`src/rtl/lsu_mem_stage.sv`:
```
// Single-outstanding load/store unit in front of the byte-addressed data memory.
// Classifies each request, drives registered memory ports for one ACC cycle, and serves LED/switch I/O.
module lsu_mem_stage #(
  parameter int unsigned DM_BYTES = 1024,
  parameter logic [31:0] LED_ADDR = 32'h400,
  parameter logic [31:0] SW_ADDR  = 32'h404,
  parameter int unsigned IO_W     = 10
) (
  input  logic            clk,
  input  logic            rst_n,
  input  logic            req_valid,
  output logic            req_ready,
  input  logic [31:0]     req_addr,
  input  logic [31:0]     req_wdata,
  input  logic            req_we,
  input  logic [2:0]      req_ctrl,
  input  logic [4:0]      req_rd,
  output logic [31:0]     Address,
  output logic [31:0]     DataWr,
  output logic            DMWr,
  output logic [2:0]      DMCtrl,
  input  logic [31:0]     DataRd,
  input  logic [IO_W-1:0] sw,
  output logic [IO_W-1:0] Leds,
  output logic            wb_valid,
  input  logic            wb_ready,
  output logic [31:0]     wb_data,
  output logic [4:0]      wb_rd,
  output logic            exc_valid,
  output logic [3:0]      exc_cause,
  output logic [31:0]     exc_addr
);

  localparam logic [2:0] CtrlB  = 3'b000;
  localparam logic [2:0] CtrlH  = 3'b001;
  localparam logic [2:0] CtrlW  = 3'b010;
  localparam logic [2:0] CtrlBu = 3'b100;
  localparam logic [2:0] CtrlHu = 3'b101;

  localparam logic [3:0] CauseIllegal  = 4'd2;
  localparam logic [3:0] CauseLdAlign  = 4'd4;
  localparam logic [3:0] CauseLdFault  = 4'd5;
  localparam logic [3:0] CauseStAlign  = 4'd6;
  localparam logic [3:0] CauseStFault  = 4'd7;

  typedef enum logic [1:0] {StIdle, StAcc, StResp} state_e;
  typedef enum logic [1:0] {TgtDm, TgtLed, TgtSw} tgt_e;

  state_e          state_q, state_d;
  tgt_e            tgt_q, tgt_d;
  logic [31:0]     address_q, address_d;
  logic [31:0]     data_wr_q, data_wr_d;
  logic            dm_wr_q, dm_wr_d;
  logic [2:0]      dm_ctrl_q, dm_ctrl_d;
  logic [IO_W-1:0] leds_q, leds_d;
  logic [IO_W-1:0] io_wdata_q, io_wdata_d;
  logic            acc_we_q, acc_we_d;
  logic [31:0]     wb_data_q, wb_data_d;
  logic [4:0]      wb_rd_q, wb_rd_d;
  logic            exc_valid_q, exc_valid_d;
  logic [3:0]      exc_cause_q, exc_cause_d;
  logic [31:0]     exc_addr_q, exc_addr_d;

  logic       ctrl_legal, is_half, is_word, misaligned;
  logic       is_led, is_sw, in_dm, fault, req_exc;
  logic [3:0] req_cause;

  // Request classification; illegal beats misaligned beats fault.
  always_comb begin
    is_led  = (req_addr == LED_ADDR);
    is_sw   = (req_addr == SW_ADDR);
    in_dm   = (req_addr < DM_BYTES);
    is_half = (req_ctrl == CtrlH) || (req_ctrl == CtrlHu);
    is_word = (req_ctrl == CtrlW);
    case (req_ctrl)
      CtrlB, CtrlH, CtrlW: ctrl_legal = 1'b1;
      CtrlBu, CtrlHu:      ctrl_legal = !req_we;
      default:             ctrl_legal = 1'b0;
    endcase
    misaligned = (is_half && req_addr[0]) || (is_word && (req_addr[1:0] != 2'b00));
    fault      = (!in_dm && !is_led && !is_sw)
              || ((is_led || is_sw) && !is_word)
              || (is_sw && req_we);
    req_exc    = !ctrl_legal || misaligned || fault;
    if (!ctrl_legal) begin
      req_cause = CauseIllegal;
    end else if (misaligned) begin
      req_cause = req_we ? CauseStAlign : CauseLdAlign;
    end else if (fault) begin
      req_cause = req_we ? CauseStFault : CauseLdFault;
    end else begin
      req_cause = 4'd0;
    end
  end

  always_comb begin
    state_d     = state_q;
    tgt_d       = tgt_q;
    address_d   = address_q;
    data_wr_d   = data_wr_q;
    dm_wr_d     = dm_wr_q;
    dm_ctrl_d   = dm_ctrl_q;
    leds_d      = leds_q;
    io_wdata_d  = io_wdata_q;
    acc_we_d    = acc_we_q;
    wb_data_d   = wb_data_q;
    wb_rd_d     = wb_rd_q;
    exc_valid_d = exc_valid_q;
    exc_cause_d = exc_cause_q;
    exc_addr_d  = exc_addr_q;

    unique case (state_q)
      StIdle: begin
        if (req_valid) begin
          wb_rd_d = req_rd;
          if (req_exc) begin
            // Exceptions skip ACC so the memory never sees them.
            exc_valid_d = 1'b1;
            exc_cause_d = req_cause;
            exc_addr_d  = req_addr;
            wb_data_d   = '0;
            state_d     = StResp;
          end else begin
            exc_valid_d = 1'b0;
            exc_cause_d = '0;
            exc_addr_d  = '0;
            address_d   = req_addr;
            dm_ctrl_d   = req_ctrl;
            acc_we_d    = req_we;
            state_d     = StAcc;
            if (is_led) begin
              tgt_d      = TgtLed;
              io_wdata_d = req_wdata[IO_W-1:0];
            end else if (is_sw) begin
              tgt_d = TgtSw;
            end else begin
              tgt_d     = TgtDm;
              data_wr_d = req_wdata;
              dm_wr_d   = req_we;
            end
          end
        end
      end
      StAcc: begin
        dm_wr_d = 1'b0;
        state_d = StResp;
        if (acc_we_q) begin
          wb_data_d = '0;
          if (tgt_q == TgtLed) begin
            leds_d = io_wdata_q;
          end
        end else begin
          case (tgt_q)
            TgtLed:  wb_data_d = 32'(leds_q);
            TgtSw:   wb_data_d = 32'(sw);
            default: wb_data_d = DataRd;
          endcase
        end
      end
      StResp: begin
        if (wb_ready) begin
          exc_valid_d = 1'b0;
          state_d     = StIdle;
        end
      end
      default: state_d = StIdle;
    endcase
  end

  always_ff @(posedge clk) begin
    if (!rst_n) begin
      state_q     <= StIdle;
      tgt_q       <= TgtDm;
      address_q   <= '0;
      data_wr_q   <= '0;
      dm_wr_q     <= 1'b0;
      dm_ctrl_q   <= '0;
      leds_q      <= '0;
      io_wdata_q  <= '0;
      acc_we_q    <= 1'b0;
      wb_data_q   <= '0;
      wb_rd_q     <= '0;
      exc_valid_q <= 1'b0;
      exc_cause_q <= '0;
      exc_addr_q  <= '0;
    end else begin
      state_q     <= state_d;
      tgt_q       <= tgt_d;
      address_q   <= address_d;
      data_wr_q   <= data_wr_d;
      dm_wr_q     <= dm_wr_d;
      dm_ctrl_q   <= dm_ctrl_d;
      leds_q      <= leds_d;
      io_wdata_q  <= io_wdata_d;
      acc_we_q    <= acc_we_d;
      wb_data_q   <= wb_data_d;
      wb_rd_q     <= wb_rd_d;
      exc_valid_q <= exc_valid_d;
      exc_cause_q <= exc_cause_d;
      exc_addr_q  <= exc_addr_d;
    end
  end

  assign req_ready = rst_n && (state_q == StIdle);
  assign wb_valid  = (state_q == StResp);
  assign Address   = address_q;
  assign DataWr    = data_wr_q;
  assign DMWr      = dm_wr_q;
  assign DMCtrl    = dm_ctrl_q;
  assign Leds      = leds_q;
  assign wb_data   = wb_data_q;
  assign wb_rd     = wb_rd_q;
  assign exc_valid = exc_valid_q;
  assign exc_cause = exc_cause_q;
  assign exc_addr  = exc_addr_q;

endmodule

```
`config.mk`:
```
export PLATFORM = sky130hd
export DESIGN_NAME = lsu_mem_stage
export DESIGN_NICKNAME = d
export VERILOG_FILES = /design/src/rtl/lsu_mem_stage.sv
export SDC_FILE = /design/constraint.sdc
export NUM_CORES = 1
export LEC_CHECK = 0
export ABC_AREA = 1
export ABC_CLOCK_PERIOD_IN_PS = 3400
export BUFFER_PORTS_ARGS = -buffer_cell sky130_fd_sc_hd__buf_4
export CORE_UTILIZATION = 40
export CTS_CLUSTER_SIZE = 10
export DETAILED_ROUTE_END_ITERATION = 6
export PLACE_DENSITY = 0.78
export SLEW_MARGIN = 10
export SYNTH_ARGS = -nofsm -noshare
export SYNTH_HDL_FRONTEND = slang
export SYNTH_SLANG_ARGS = --single-unit
```
`constraint.sdc`:
```
create_clock -name clk -period 3.4 [get_ports clk]
set_input_delay 0.34 -clock clk [delete_from_list [all_inputs] [get_ports clk]]
set_output_delay 0.34 -clock clk [all_outputs]
set_load 0.05 [all_outputs]
```
=== Yosys cells after proc, flatten, opt, wreduce, memory -nomap -nowiden ===
Cells that the tools add are included.

* Register bits after elaboration: 167
* Output and inout port bits: 154
* Word-level logic and storage cells: 98

* Magnitude comparators: 1
* Equality and inequality tests: 16
* Multiplexer cells: 28
* Bitwise gates (word level): 3
* Reduce and logical (&&, ||, !) cells: 36

{| class="wikitable"
|+ Operators by type and width
! kind !! count
|-
| $mux W32 || 4
|-
| $pmux W32 S2 || 2
|-
| $eq A32 B11 Y1 const B || 2
|-
| $lt A32 B11 Y1 const B || 1
|-
| $mux W2 || 7
|-
| $reduce_and A3 Y1 || 4
|-
| $ne A2 B2 Y1 const B || 5
|-
| $reduce_and A5 Y1 || 2
|-
| $mux W3 || 3
|-
| $logic_and A1 B1 Y1 || 7
|-
| $logic_or A1 B1 Y1 || 7
|-
| $mux W1 || 7
|-
| $eq A3 B3 Y1 const B || 2
|-
| $logic_not A1 Y1 || 6
|-
| $pmux W1 S2 || 3
|-
| $pmux W2 S3 || 1
|-
| $reduce_bool A2 Y1 || 3
|-
| $eq A2 B1 Y1 const B || 2
|-
| $eq A2 B2 Y1 const B || 2
|-
| $mux W4 || 1
|-
| $reduce_and A2 Y1 || 2
|-
| $reduce_and A4 Y1 || 1
|-
| $eq A3 B1 Y1 const B || 1
|-
| $eq A3 B2 Y1 const B || 1
|-
| 6 further kinds || 8
|}

=== Depth between registers and ports, before layout ===
* Depth in word-level cells: 10
* Depth in mapped cells: 15

=== Worst setup path before layout ===
No wires, ideal clock.

* Path type: input -> register
* Start point: input req_addr[22]
* End point: register data_wr_q[25] (netlist: DataWr[25])
* Data arrival time: 1745 ps
* Path slack: 1538 ps
* Stages: 13
* Buffers on the path: 1
* Cell sequence: nor2_1 nand2_1 nor2_1 nand3_1 a21oi_4 nand3_2 nand2_4 nand2_4 nor2_8 nand2_4 buf_6 nor2_1 nor2_1

* Longest elaborated chain between the ends: 9
* Elaborated cells on any way between the ends: 18
* Classes of those cells: 1 x order compare; 2 x eq/ne; 3 x bitwise; 12 x reduce/logical

{| class="wikitable"
|+ Ends and longest elaborated chain
! item !! line !! source
|-
| start, declared || 13 || <nowiki>input logic [31:0] req_addr,</nowiki>
|-
| $lt A32 B11 Y1 / $eq A32 B11 Y1 (equally long branches) || 72, 70 ||
|-
| $logic_not A1 Y1 || 81 || <nowiki>fault = (!in_dm && !is_led && !is_sw)</nowiki>
|-
| $logic_and A1 B1 Y1 (2 in a row) || 81 ||
|-
| $logic_or A1 B1 Y1 || 82 || <nowiki>|| ((is_led || is_sw) && !is_word)</nowiki>
|-
| $logic_or A1 B1 Y1 || 83 || <nowiki>|| (is_sw && req_we);</nowiki>
|-
| $logic_or A1 B1 Y1 || 84 || <nowiki>req_exc = !ctrl_legal || misaligned || fault;</nowiki>
|-
| $not A1 Y1 (no source line) || - ||
|-
| $reduce_and A5 Y1 (no source line) * || - ||
|-
| end signal, assigned || 190 || <nowiki>data_wr_q <= data_wr_d;</nowiki>
|-
| end, declared || 52 || <nowiki>logic [31:0] data_wr_q, data_wr_d;</nowiki>
|}

Every way passes the cells marked *; elsewhere a longest branch is shown, timed or not.
A chain may end at the register's enable or synchronous reset.

=== Worst setup path after layout ===
* Start point: register state_q[1]
* End point: register data_wr_q[14] (netlist: DataWr[14])

* Longest elaborated chain between the ends: 2

{| class="wikitable"
|+ Ends and longest elaborated chain
! item !! line !! source
|-
| start, declared || 49 || <nowiki>state_e state_q, state_d;</nowiki>
|-
| start signal, assigned || 172 || <nowiki>state_q <= StIdle;</nowiki>
|-
| start signal, assigned || 187 || <nowiki>state_q <= state_d;</nowiki>
|-
| $logic_not A2 Y1 || 112 || <nowiki>unique case (state_q)</nowiki>
|-
| $reduce_and A5 Y1 (no source line) || - ||
|}

Every way passes these cells.

==> metrics.txt <==
status=complete, no violations; Yosys reg bits=166; period utilization=70.83%; CP Launch Type=flop; via/cell ratio=4.734; CTS Hold Buffers Added=0; worst skew pair latency=0.42 ns; DPL Wire Length=13260 um; yosys warns=0; drt wl/cell=14.20 um; Setup Total Neg Slack=0 ns; cts repair resizes=0; vias in the first global route=5714; setup bufs post-CTS=0; die height=128.4 um; CTS max path bufs=2; setup ws final=0.9917 ns; Synth Instances=846; Crit Path Category=flop to flop; CTS Buf Count=17; Util after Layout=59.24%; Leakage Power=4.355 nW; commonest non-fill, non-tap cells in the layout=buf_4 (275), nand2_1 (176), dfxtp_1 (166); Area Growth Syn to Fin=42.51%; hold path depth=3; Worst setup EP type=flop; register area share after synthesis=52.01%; vias=6221; layout net count=1211; Routed Antenna Nets=0; grt ovf=0; Yosys cell types=32; fmax=415.2 MHz; # DRC=0; Non-Filler Instances=1314; fin. max-slew vios=0; largest net degree at the start of global routing=95; Ports=273; DRT iter0 DRCs=337; Filler cells=1384; post-synthesis cell area=6390 um2; placed cells=1282; # diodes=0; Buffers on Ports=271; worst hold-check path type=primary input to flop; syn_area_per_cell=7.553 um2; Hold WS=0.1388 ns; die area=16480 um2; Post-Route WL=18660 um; Power Density=493.6 nW/um2; core box area=15370 um2; root buffer cell=clkbuf_16; Clock Pin Slew Worst Setup and Hold Paths=0.06 ns; Slew Limit Headroom=34.46%; worst slack at placement=0.6635 ns; RSZ-0062 raised after global routing=no; Crit path required time=3.76 ns; r2r worst-path depth=9; CTS tree=built; GR Util All Layers=22.68%; fraction of layout cells with a size suffix above 1=30.64%; measured slew at the worst slew-check pin=0.9795 ns; first-pass detailed-route iteration total=5; Max-Cap Viols=0; Post-Route Skew=0.006387 ns; Final Hold Viols=0; CTS sink cnt=166; routability cong.=0.7937; endpoints failing setup=0; initial antenna violation count=0; fin crit period=2.408 ns; Initial Util=41.57%; global-route wire length before repair=29010 um; syn nets=967; peak supply drop=0.0003268 V; H-tree depth=4; Die X=128.4 um; # rows=45; CP arrival=2.76 ns; critical path peak fanout=33; most common cell after layout, fill and taps aside=buf_4
kinds of logic (layout without fill, tap and decap cells):
group | count (synthesis) | in the layout | synth area share (%)
adder cells (fa/ha/maj) | 2 | 2 | 0.3916
other | 1 | 1 | 0.05869
buffers and inverters | 127 | 384 | 8.420
flip-flops | 166 | 166 | 52.01
AND/OR/NAND/NOR | 366 | 366 | 23.85
AO/OA/AOI/OAI | 184 | 184 | 15.27
worst max-delay path, cell delays in order, from the launching register on:
cell and delay [ns]:
dfxtp_1 0.36, nor2_1 0.15, inv_2 0.07, nor2_2 0.13, inv_2 0.05, nor3_1 0.37
nand2_4 0.31, nor2_4 0.61, o21ai_0 0.17, nor2_1 0.13
where the power goes:
part           internal, mW  switching (mW)
combinational         0.172           0.295
clock                  1.25           0.781
sequential             1.98          0.0191
total                  3.40            1.09
per-layer routing:
layer | global-route usage, % | wire length [um] | up-vias
met5 | 0 | 0 | -
met4 | 8.097 | 317 | 0
met3 | 8.191 | 1588 | 29
met2 | 38.38 | 9072 | 233
met1 | 26.40 | 7682 | 2774
li1 | - | - | 3185
metrics by stage:
step	power [mW]	instance area, um2
after global routing	4.651	9106
after floorplan	2.299	6390
after CTS	4.535	9106
final	4.495	9106
after global placement	2.504	8476
after detailed placement	2.507	8482
state kept, by name, summed over array words and instances (netlist names), 2 cells and up:
name        count
Address        32
DataWr         32
exc_addr       32
wb_data        32
Leds           10
io_wdata_q     10
wb_rd           5
DMCtrl          3
exc_cause       3
state_q         2
tgt_q           2
cells in the mapped netlist:
library cell  instances  area, um2
o211ai_1              1      7.510
clkinv_2              1      5.000
o21ai_0              68      340.3
nand2_4               4      45.04
nor3_1                2      10.01
dfxtp_1             166       3323
a21oi_1              90      450.4
a21oi_4               1      16.27
nand2_1             176      660.6
nor2_4                1      11.26
buf_6                 5      56.30
conb_1                1      3.750
a211oi_1              1      7.510
inv_2                 4      15.01
clkbuf_1             33      123.9
o22ai_1               1      6.260
inv_1                72      270.3
buf_1                 4      15.01
nor2_1              127      476.7
nor2_8                1      20.02
nand3_2               1      10.01
buf_2                 3      15.01
ha_1                  2      25.02
buf_4                 5      37.54
nor4_1                1      6.260
nand2_2               2      12.51
nand4_1               2      12.51
o21ai_1              12      60.06
o221ai_1              4      35.03
nor2_2               11      68.82
nand3_1              38      190.2
a31o_2                6      52.55
worst paths after layout:
check,startpoint,to,slack [ns]
hold / removal,req_wdata[18],DataWr[18],0.14
hold reg to reg,io_wdata_q[7],Leds[7],0.45
setup reg to reg,state_q[1],DataWr[14],0.99
setup / recovery,state_q[1],DataWr[14],0.99
final cells by class:
class / count / area [um2] / share of cell area (%)
sequential: 166 / 3323 / 36.49
multi-input combinational: 553 / 2540 / 27.89
timing repair buffer: 275 / 2064 / 22.67
clock buffer: 20 / 446.7 / 4.905
inverter: 77 / 290.3 / 3.188
tap: 211 / 264.0 / 2.899
clock inverter: 12 / 177.7 / 1.951
Power figures use the tool's default switching activity.
